## src/rtl/hex_prio_encoder_rr.sv

```systemverilog
// Registered N-bit request encoder with LSB-first, MSB-first and round-robin
// selection, plus zero/multi-hot flags and a population count.
module hex_prio_encoder_rr #(
   parameter  int N = 16,
   localparam int W = (N > 1) ? $clog2(N) : 1
) (
   input  logic         clk,
   input  logic         rst_n,
   input  logic         in_valid,
   output logic         in_ready,
   input  logic [N-1:0] in_req,
   input  logic [1:0]   mode,
   output logic         out_valid,
   input  logic         out_ready,
   output logic [W-1:0] out_idx,
   output logic         out_none,
   output logic         out_multi,
   output logic [W:0]   out_count
);

   localparam logic [1:0] MODE_LSB = 2'd0;
   localparam logic [1:0] MODE_MSB = 2'd1;
   localparam logic [1:0] MODE_RR  = 2'd2;

   logic         valid_q, valid_d;
   logic [W-1:0] idx_q, idx_d;
   logic         none_q, none_d;
   logic         multi_q, multi_d;
   logic [W:0]   count_q, count_d;
   logic [W-1:0] rr_ptr_q, rr_ptr_d;

   logic         accept_s;
   logic [W-1:0] idx_lsb_s, idx_msb_s, idx_rr_s, idx_sel_s;
   logic [W:0]   count_s;
   logic         none_s;
   logic         multi_s;

   function automatic logic [W-1:0] find_lsb(input logic [N-1:0] v);
      logic [W-1:0] r;
      r = {W{1'b0}};
      for (int i = N - 1; i >= 0; i--) begin
         r = v[W'(i)] ? W'(i) : r;
      end
      return r;
   endfunction

   function automatic logic [W-1:0] find_msb(input logic [N-1:0] v);
      logic [W-1:0] r;
      r = {W{1'b0}};
      for (int i = 0; i < N; i++) begin
         r = v[W'(i)] ? W'(i) : r;
      end
      return r;
   endfunction

   // Upward search starting at ptr, wrapping N-1 -> 0; works for non-power-of-two N.
   function automatic logic [W-1:0] find_rr(input logic [N-1:0] v, input logic [W-1:0] ptr);
      logic [W-1:0] r;
      logic         found;
      int           j;
      r     = {W{1'b0}};
      found = 1'b0;
      for (int k = 0; k < N; k++) begin
         j = int'(ptr) + k;
         j = (j >= N) ? (j - N) : j;
         r = (!found && v[W'(j)]) ? W'(j) : r;
         found = found || v[W'(j)];
      end
      return r;
   endfunction

   function automatic logic [W:0] pop_count(input logic [N-1:0] v);
      logic [W:0] c;
      c = {(W + 1){1'b0}};
      for (int i = 0; i < N; i++) begin
         c = c + {{W{1'b0}}, v[W'(i)]};
      end
      return c;
   endfunction

   assign in_ready  = !valid_q || out_ready;
   assign out_valid = valid_q;
   assign out_idx   = idx_q;
   assign out_none  = none_q;
   assign out_multi = multi_q;
   assign out_count = count_q;

   // Candidate result fields computed from the presented vector.
   always_comb begin
      accept_s  = in_valid && in_ready;
      idx_lsb_s = find_lsb(in_req);
      idx_msb_s = find_msb(in_req);
      idx_rr_s  = find_rr(in_req, rr_ptr_q);
      count_s   = pop_count(in_req);
      none_s    = (count_s == {(W + 1){1'b0}});
      multi_s   = (count_s >= (W + 1)'(2));
      case (mode)
         MODE_MSB: idx_sel_s = idx_msb_s;
         MODE_RR:  idx_sel_s = idx_rr_s;
         MODE_LSB: idx_sel_s = idx_lsb_s;
         default:  idx_sel_s = idx_lsb_s;
      endcase
   end

   // Next-state for the output stage and round-robin pointer; nothing moves without an accept.
   always_comb begin
      valid_d  = valid_q;
      idx_d    = idx_q;
      none_d   = none_q;
      multi_d  = multi_q;
      count_d  = count_q;
      rr_ptr_d = rr_ptr_q;
      if (accept_s) begin
         valid_d = 1'b1;
         idx_d   = idx_sel_s;
         none_d  = none_s;
         multi_d = multi_s;
         count_d = count_s;
         if (mode == MODE_RR && !none_s) begin
            rr_ptr_d = (idx_sel_s == W'(N - 1)) ? {W{1'b0}} : (idx_sel_s + W'(1));
         end else begin
            rr_ptr_d = rr_ptr_q;
         end
      end else if (out_ready) begin
         valid_d = 1'b0;
      end else begin
         valid_d = valid_q;
      end
   end

   // Output stage and pointer registers.
   always_ff @(posedge clk or negedge rst_n) begin
      if (!rst_n) begin
         valid_q  <= 1'b0;
         idx_q    <= {W{1'b0}};
         none_q   <= 1'b0;
         multi_q  <= 1'b0;
         count_q  <= {(W + 1){1'b0}};
         rr_ptr_q <= {W{1'b0}};
      end else begin
         valid_q  <= valid_d;
         idx_q    <= idx_d;
         none_q   <= none_d;
         multi_q  <= multi_d;
         count_q  <= count_d;
         rr_ptr_q <= rr_ptr_d;
      end
   end

endmodule

```

## config.mk

```make
export PLATFORM = sky130hd
export DESIGN_NAME = hex_prio_encoder_rr
export DESIGN_NICKNAME = d
export VERILOG_FILES = /design/src/rtl/hex_prio_encoder_rr.sv
export SDC_FILE = /design/constraint.sdc
export NUM_CORES = 1
export LEC_CHECK = 0
export BUFFER_PORTS_ARGS = -buffer_cell sky130_fd_sc_hd__buf_2
export CAP_MARGIN = 5
export CORE_AREA = 2 2 39 41
export CTS_CLUSTER_DIAMETER = 200
export DETAILED_ROUTE_END_ITERATION = 8
export DIE_AREA = 0 0 41 43
export MAX_ROUTING_LAYER = met4
export PLACE_DENSITY_LB_ADDON = 0.1
export SLEW_MARGIN = 40
export SYNTH_ARGS = -nofsm -noshare
export SYNTH_HDL_FRONTEND = slang
export SYNTH_SLANG_ARGS = --single-unit
```

## constraint.sdc

```tcl
create_clock -name clk -period 3 [get_ports clk]
set_clock_uncertainty 0.2 [all_clocks]
set_input_delay 0.3 -clock clk [delete_from_list [all_inputs] [get_ports clk]]
set_output_delay 0.3 -clock clk [all_outputs]
set_load 0.01 [all_outputs]
```

==> flow_summary.toml <==
[die]
ios = 35
die_area_mm2 = 0.00176
die_h_um = 43
rows = 14
core_area_mm2 = 0.00138
initial_core_util_pct = 29.1
die_w_um = 41

[setup_path]
r2r-start = "out_valid"
required_ns = 2.92
path_delay_family = "compound AO/OA/AOI/OAI gates"
cp_max_fo = 6
crit_path_max_incr_delay_ns = 0.35
cp-end-kind = "flop"
worstPathArrival_ns = 1.33
regToRegEndpoint = "out_idx[2]"
worstSetupPathDepth = 7
rrSetupSlack_ns = 1.83
reg2reg_depth = 4
worstPathBufferInverterCount = 2
crit_chain = "buf_2, inv_1, ha_1, nor3_1, o31a_1, a2bb2oi_1, o21ai_1"
cp-start-kind = "primary input"
path_class = "in -> reg"
cp_slowest_cell = "ha_1"

[logic_synthesis]
synthCells = 52
synth.yosys.seq_area_share_pct = 24.8
ys_async_sr_fraction_pct = 100
yosysWarnings = 0
ys_ff_latch = 4
synth_enable_flop_cells = 0
netlist_area_um2 = 403
synthFlopType = "dfrtp_1"
avgSynthCellArea_um2 = 7.75
synth.distinct_cells = 24

[cells_and_area]
nNetsFinal = 99
n_antenna_cell = 0
fin_area_um2 = 512
final_common_cell = "buf_2"
syn_to_final_growth_pct = 27.0
post-route-util_pct = 37.0
layout_common_cells = "buf_2 (18), conb_1 (8), nor2_1 (6)"
layout-drive-gt1-share_pct = 32.9
fill_cells = 149

[min_path]
hold_start = "in_valid"
min_path_type = "in -> reg"
holdPathStages = 2
hold-path-endpoint = "out_valid"

[timing]
maxSlewViolCount = 0
setup-violations-final = 0
hold_ws_ns = 0.0916
fin_setup_tns_ns = 0
max_freq_mhz = 709
post-route-min-period_ns = 1.41
hold_viol = 0
fin_crit_sh_pct = 47.0
rsz0062_at_grt = "false"

[placement]
gp_congestion = 0.728
portBuffers = 18
place_area_um2 = 479

[route]
drt-initial-drc-count = 6
wl_per_cell_um = 9.42
vias = 405
firstDrtPassIters = 3
avgViaCountPerCell = 4.55
post-route-drc-count = 0
wirelength_um = 838
detail-route-antenna-nets = 0

[clocking]
clock_latency_ns = 0.23
clock_sinks = 4
clk_path_buf_depth = 2
clk_pin_slew_ns = 0.04
htree_levels = 1
cts_tree = "built"
cts_root_buf = "clkbuf_4"
cts_buffers = 3

[global_routing]
grt_max_degree = 7
grt_use_total_pct = 12.4
overflow = 0
grt_pass1_vias = 385
antenna_found_initial = 0
grt_pass1_wl_um = 1460

[run]
drv_cap = 0

[power_and_ir_drop]
vdd_drop_max_uv = 118
p_leak_nw = 0.272
pwr_density_cell_mw_per_mm2 = 375

[status]
outcome = "finished clean"
==> metrics by stage <==
stage,power [mW],worst slack [ns],std cells
global placement,0.125,1.33,85
CTS,0.198,1.60,89
detailed placement,0.125,1.34,85
finish,0.192,1.59,89
global route,0.211,1.49,89
floorplan,0.107,1.54,59
==> layer usage <==
layer | part of all wire (%) | routed length [um] | GRT usage (%) | vias up
met3 | 8.7 | 73 | 3.14 | 0
met1 | 41 | 340 | 13.1 | 178
met5 | 0 | 0 | - | -
met4 | 0 | 0 | 8.00 | 0
met2 | 51 | 424 | 19.4 | 17
li1 | - | - | - | 210
==> synthesized netlist by cell type (2+ instances only) <==
master	instances	share of area (%)
buf_4	8	15
inv_1	4	3.7
nand2_1	4	3.7
nand2b_1	2	3.1
o21ai_1	3	3.7
a221oi_1	2	4.3
a21oi_1	3	3.7
ha_1	2	6.2
dfrtp_1	4	25
nor2_1	6	5.6
==> worst reg2reg max path: stages, from the launching register on <==
cell	delay, ns
dfrtp_1	0.38
nand2b_2	0.10
nand2_1	0.13
a31oi_1	0.17
a21oi_1	0.09
==> repair_timing <==
action | in CTS | in global routing
resized for setup | 0 | 0
endpoints found under the hold margin | 4 | 0
hold buffers | 1 | 0
setup buffers | 0 | 0
==> layout make-up <==
cell class / instances / area, um^2 / area share [%]
multi-input combinational: 43 / 254 / 49.6
sequential: 4 / 100 / 19.6
timing repair buffer: 19 / 100 / 19.6
clock buffer: 3 / 22.5 / 4.40
tap: 16 / 20.0 / 3.91
inverter: 4 / 15.0 / 2.93
==> cell families after synthesis <==
| group | after synthesis | share of synthesized area (%) |
|---|---|---|
| flops | 4 | 24.8 |
| fa+ha+maj | 2 | 6.21 |
| other cells | 1 | 0.931 |
| simple gates | 18 | 23.9 |
| buf+inv | 12 | 18.6 |
| compound gates | 15 | 25.5 |
==> report_power, final <==
part           internal, mW  switching (mW)  total [mW]
Sequential           0.0609         0.00323      0.0641
Clock                0.0448          0.0225      0.0673
Combinational        0.0266          0.0338      0.0604
==> flip-flops by register name, summed over array words and instances, names as in the netlist <==
name and count:
out_idx 3, out_valid 1
==> worst max-delay path by stage <==
stage / startpoint / to
floorplan: in_req[1] / out_idx[0]
global placement: mode[0] / out_idx[1]
detailed placement: mode[0] / out_idx[1]
CTS: mode[0] / out_idx[1]
global route: mode[0] / out_idx[1]
finish: mode[0] / out_idx[1]
Note: power is estimated with default switching activity, not from simulation.
